==> src/rtl/pulse_period_meter.sv <==
// Rising-edge period meter: reports cycles between successive edges of sig.
// Define PULSE_METER_SYNC_EN to add a two-flop input synchronizer for asynchronous sig.
module pulse_period_meter #(
  parameter int unsigned N = 8
) (
  input  logic         clk,
  input  logic         rst,
  input  logic         ena,
  input  logic         sig,
  output logic [N-1:0] period,
  output logic         period_valid,
  output logic         overflow
);

  localparam logic [N-1:0] CNT_MAX = {N{1'b1}};

  typedef enum logic {IDLE, MEASURE} state_t;

  state_t         state, state_next;
  logic [N-1:0]   counter, counter_next, period_next;
  logic           valid_next, ovf_next;
  logic           sig_in, sig_q, rise;

`ifdef PULSE_METER_SYNC_EN
  logic sync1, sync2;

  // Synchronizer resets high so a level already high at reset release is not an edge.
  always_ff @(posedge clk or posedge rst) begin
    if (rst) begin
      sync1 <= 1'b1;
      sync2 <= 1'b1;
    end else begin
      sync1 <= sig;
      sync2 <= sync1;
    end
  end
  assign sig_in = sync2;
`else
  assign sig_in = sig;
`endif

  always_ff @(posedge clk or posedge rst) begin
    if (rst) sig_q <= 1'b1;
    else     sig_q <= sig_in;
  end

  assign rise = sig_in & ~sig_q;

  always_ff @(posedge clk or posedge rst) begin
    if (rst) state <= IDLE;
    else     state <= state_next;
  end

  always_comb begin
    state_next = state;
    if (!ena) begin
      state_next = IDLE;
    end else begin
      case (state)
        IDLE:    if (rise) state_next = MEASURE;
        MEASURE: if (!rise && counter == CNT_MAX) state_next = IDLE;
        default: state_next = IDLE;
      endcase
    end
  end

  // The first edge only arms; a timed-out interval drops back to IDLE via overflow.
  always_comb begin
    counter_next = counter;
    period_next  = period;
    valid_next   = 1'b0;
    ovf_next     = 1'b0;
    if (!ena) begin
      counter_next = '0;
    end else begin
      case (state)
        IDLE: begin
          if (rise) counter_next = N'(1);
        end
        MEASURE: begin
          if (rise) begin
            period_next  = counter;
            valid_next   = 1'b1;
            counter_next = N'(1);
          end else if (counter == CNT_MAX) begin
            ovf_next     = 1'b1;
            counter_next = '0;
          end else begin
            counter_next = counter + N'(1);
          end
        end
        default: counter_next = '0;
      endcase
    end
  end

  always_ff @(posedge clk or posedge rst) begin
    if (rst) begin
      counter      <= '0;
      period       <= '0;
      period_valid <= 1'b0;
      overflow     <= 1'b0;
    end else begin
      counter      <= counter_next;
      period       <= period_next;
      period_valid <= valid_next;
      overflow     <= ovf_next;
    end
  end

endmodule

==> config.mk <==
export PLATFORM = sky130hd
export DESIGN_NAME = pulse_period_meter
export DESIGN_NICKNAME = d
export VERILOG_FILES = /design/src/rtl/pulse_period_meter.sv
export SDC_FILE = /design/constraint.sdc
export NUM_CORES = 1
export LEC_CHECK = 0
export CORE_UTILIZATION = 54
export CTS_CLUSTER_DIAMETER = 200
export DETAILED_ROUTE_END_ITERATION = 7
export PLACE_DENSITY = 0.8
export SYNTH_ARGS = -nofsm -noshare
export SYNTH_HDL_FRONTEND = slang
export SYNTH_SLANG_ARGS = --single-unit
==> constraint.sdc <==
create_clock -name clk -period 2.7 [get_ports clk]
set_clock_uncertainty 0.15 [all_clocks]
set_input_delay 0.54 -clock clk [delete_from_list [all_inputs] [get_ports clk]]
set_output_delay 0.54 -clock clk [all_outputs]
set_load 0.02 [all_outputs]
==> metrics.cfg <==
[setup_path]
slowest_stage=clkdlybuf4s50_1
cp-end-kind=primary output
critPathKind=reg -> out
cpPeakStageDelay_ns=0.60
arrival_ns=1.27
r2r-start=state
crit_path_cell_trace=clkdlybuf4s50_1
cp_max_fo=2
cp.required_ns=2.01
cp_num_buf_inv=1
crit_path_start_kind=flop
worst-r2r-cell-count=3
cp_top_family=buffers and inverters
cp.depth=1
worstSetupStartpoint=period[6]

[cts]
hold_buffers=0
cts_setup_buffers=0
postCtsResizedCells=0
clkLatencyLatePin_ns=0.30
cts-htree-levels=1
clockBufferDepth=2
path_clk_slew_ns=0.11
cts_tree=yes
cts-root-buf=clkbuf_4
cts_sinks=20
numCtsBuffers=3

[power]
leakagePower_nw=0.455
pwr-share-clk=0.321
switching_share=0.232
total_power_uw=538
ir_drop_v=0.000303
seqPwrFrac=0.592
p_int_uw=413
switchingPower_uw=125
share_comb_of_total_power=0.087
p_per_area_nw_per_um2=516

[timing]
maxSlewHeadroom=0.533
rsz0062_at_grt=false
setup_viol=0
min_period_ns=1.96
fmax_mhz=511
tightest_slew_ns=0.699
final_max_slew_viol_count=0
tns_ns=0
timing_hold_violations_final=0
period_share=0.725

[worst_hold_path]
min-delay-start=period[3]
hold_class=reg -> reg
hold_path_depth=1

[cells_and_area]
regArea_um2=502
diodes=0
fin_nets=95
drive_gt1_frac=0.169
areaGrowthSynthToFinish_pct=19.2
multi_input_area_um2=335
filler_cell_count=122

[floorplan]
start_util=0.580
io_pins=14
fp.coreArea_um2=1510
chipWidth_um=42.2
die_area_um2=1780
rows=14
die_y_um=42.2

[logic_synthesis]
async_flop_share=1.00
synthSimpleGateAreaFrac=0.135
yosys_register_bits=20
ys.flop_type=dfrtp_1
synth_edf_count=0
synth_area_um2=873
avgSynthCellArea_um2=11.8
ys_seq_area_frac=0.574
synth_compound_gate_area_share=0.100
syn_nets=79
yosysWarningCount=0
synth_cell_type_count=30
yosys.area_share.adder=0.0143
synthMuxAreaShare=0.115
synthXorXnorAreaFrac=0.0201
synth_top_family_by_area=simple AND/OR/NAND/NOR gates
netlist_instances=74

[global_route]
grt_first_pass_wirelength_mm=2.59
grt_overflow=0
antenna_found_initial=0
grtUsageTotal=0.200
grt_max_degree=21
grt_pass1_vias=587

[placed_design]
gp_congestion=0.804
hpwl_mm=1.06
io_buffer_count=13

[route]
wl_per_cell_um=14.2
drtIter0Drc=23
wl_mm=1.49
first_pass_iters=4
vias=619
drc_errors=0
drt.antenna.violating_nets=0
routed_via_density=5.90

[outcome]
status=completed

[run]
maxCapViolCount=0

worst paths after layout:
path                                   end  slack [ns]
worst min register to register   period[3]        0.37
worst max-delay path             period[6]        0.74
worst min-delay path             period[3]        0.37
max in group asynchronous        period[2]        1.47
worst max register to register  counter[5]        1.10
min in group asynchronous        period[3]        0.48
through the flow:
step	cells	instance area (µm²)	hold slack [ns]	utilization	setup WS (ns)
2_1_floorplan	74	873	0.353	-	1.20
3_3_place_gp	101	1000	0.339	0.667	0.579
3_5_place_dp	101	1000	0.347	0.667	0.565
4_1_cts	105	1040	0.373	0.691	0.734
5_1_grt	105	1040	0.394	0.691	0.699
6_report	105	1040	0.368	0.691	0.744
synthesized netlist by cell type (2+ instances only):
cell type / count / area (µm²)
nand4_1: 2 / 12.5
o21ai_0: 4 / 20.0
inv_1: 3 / 11.3
nand3_1: 4 / 20.0
mux2_2: 8 / 90.1
nand2_1: 6 / 22.5
dfrtp_1: 19 / 475
nor2_1: 4 / 15.0
a21oi_1: 2 / 10.0
xor2_1: 2 / 17.5
state kept, by name, indices dropped and copies added, names as in the netlist:
| signal | cells |
|---|---|
| overflow | 1 |
| sig_q | 1 |
| period | 8 |
| period_valid | 1 |
| counter | 8 |
| state | 1 |
worst register-to-register path, cell delays in order, from the launching register on:
cell and delay, ns:
dfrtp_1 0.62, inv_4 0.08, or4_1 0.52, a31oi_1 0.16
routing by layer:
metal  part of all wire  up-vias  GRT usage  wire [µm]
met4              0.015        0      0.113         23
met1               0.48      302      0.268        712
met5                  0        -          0          0
met2               0.47       13      0.305        702
li1                   -      300          -          -
met3              0.036        4     0.0388         54
cells in the final DEF (no fill, tap or decap), drive strengths merged:
cell | netlist | routed
a2111oi | 1 | 1
a21boi | 1 | 1
a21oi | 2 | 2
a311oi | 1 | 1
a31oi | 1 | 1
a41oi | 1 | 1
clkbuf | 0 | 4
clkdlybuf4s50 | 0 | 13
dfrtp | 19 | 19
dfstp | 1 | 1
ha | 1 | 1
inv | 4 | 4
mux2 | 8 | 8
mux2i | 1 | 1
nand2 | 6 | 6
nand2b | 1 | 1
nand3 | 5 | 5
nand4 | 2 | 2
nor2 | 4 | 4
nor2b | 1 | 1
nor3 | 1 | 1
nor4 | 1 | 1
o21ai | 4 | 4
o221ai | 1 | 1
o31a | 1 | 1
or3 | 1 | 1
or4 | 1 | 1
xor2 | 2 | 2
power groups by stage:
stage | Combinational (mW) | Sequential, mW | Clock, mW
6_report | 0.0466 | 0.318 | 0.173
3_5_place_dp | 0.0473 | 0.324 | 0
2_1_floorplan | 0.0246 | 0.326 | 0
3_3_place_gp | 0.0459 | 0.324 | 0
4_1_cts | 0.0474 | 0.318 | 0.176
5_1_grt | 0.0516 | 0.320 | 0.188
logic make-up after synthesis:
family                     count (synthesis)
AOI/OAI and AO/OA                         13
xor gates and xnor gates                   2
adders and majority gates                  1
buffers and inverters                      6
DFF                                       20
muxes                                      9
and+or+nand+nor                           23
final cells by class:
type                            count  share of cell area
Multi-Input combinational cell     48               0.322
Inverter                            4              0.0168
Tap cell                           16              0.0192
Timing Repair Buffer               13               0.125
Clock buffer                        4              0.0349
Sequential cell                    20               0.482
No activity file was read; power rests on OpenSTA's default activity.
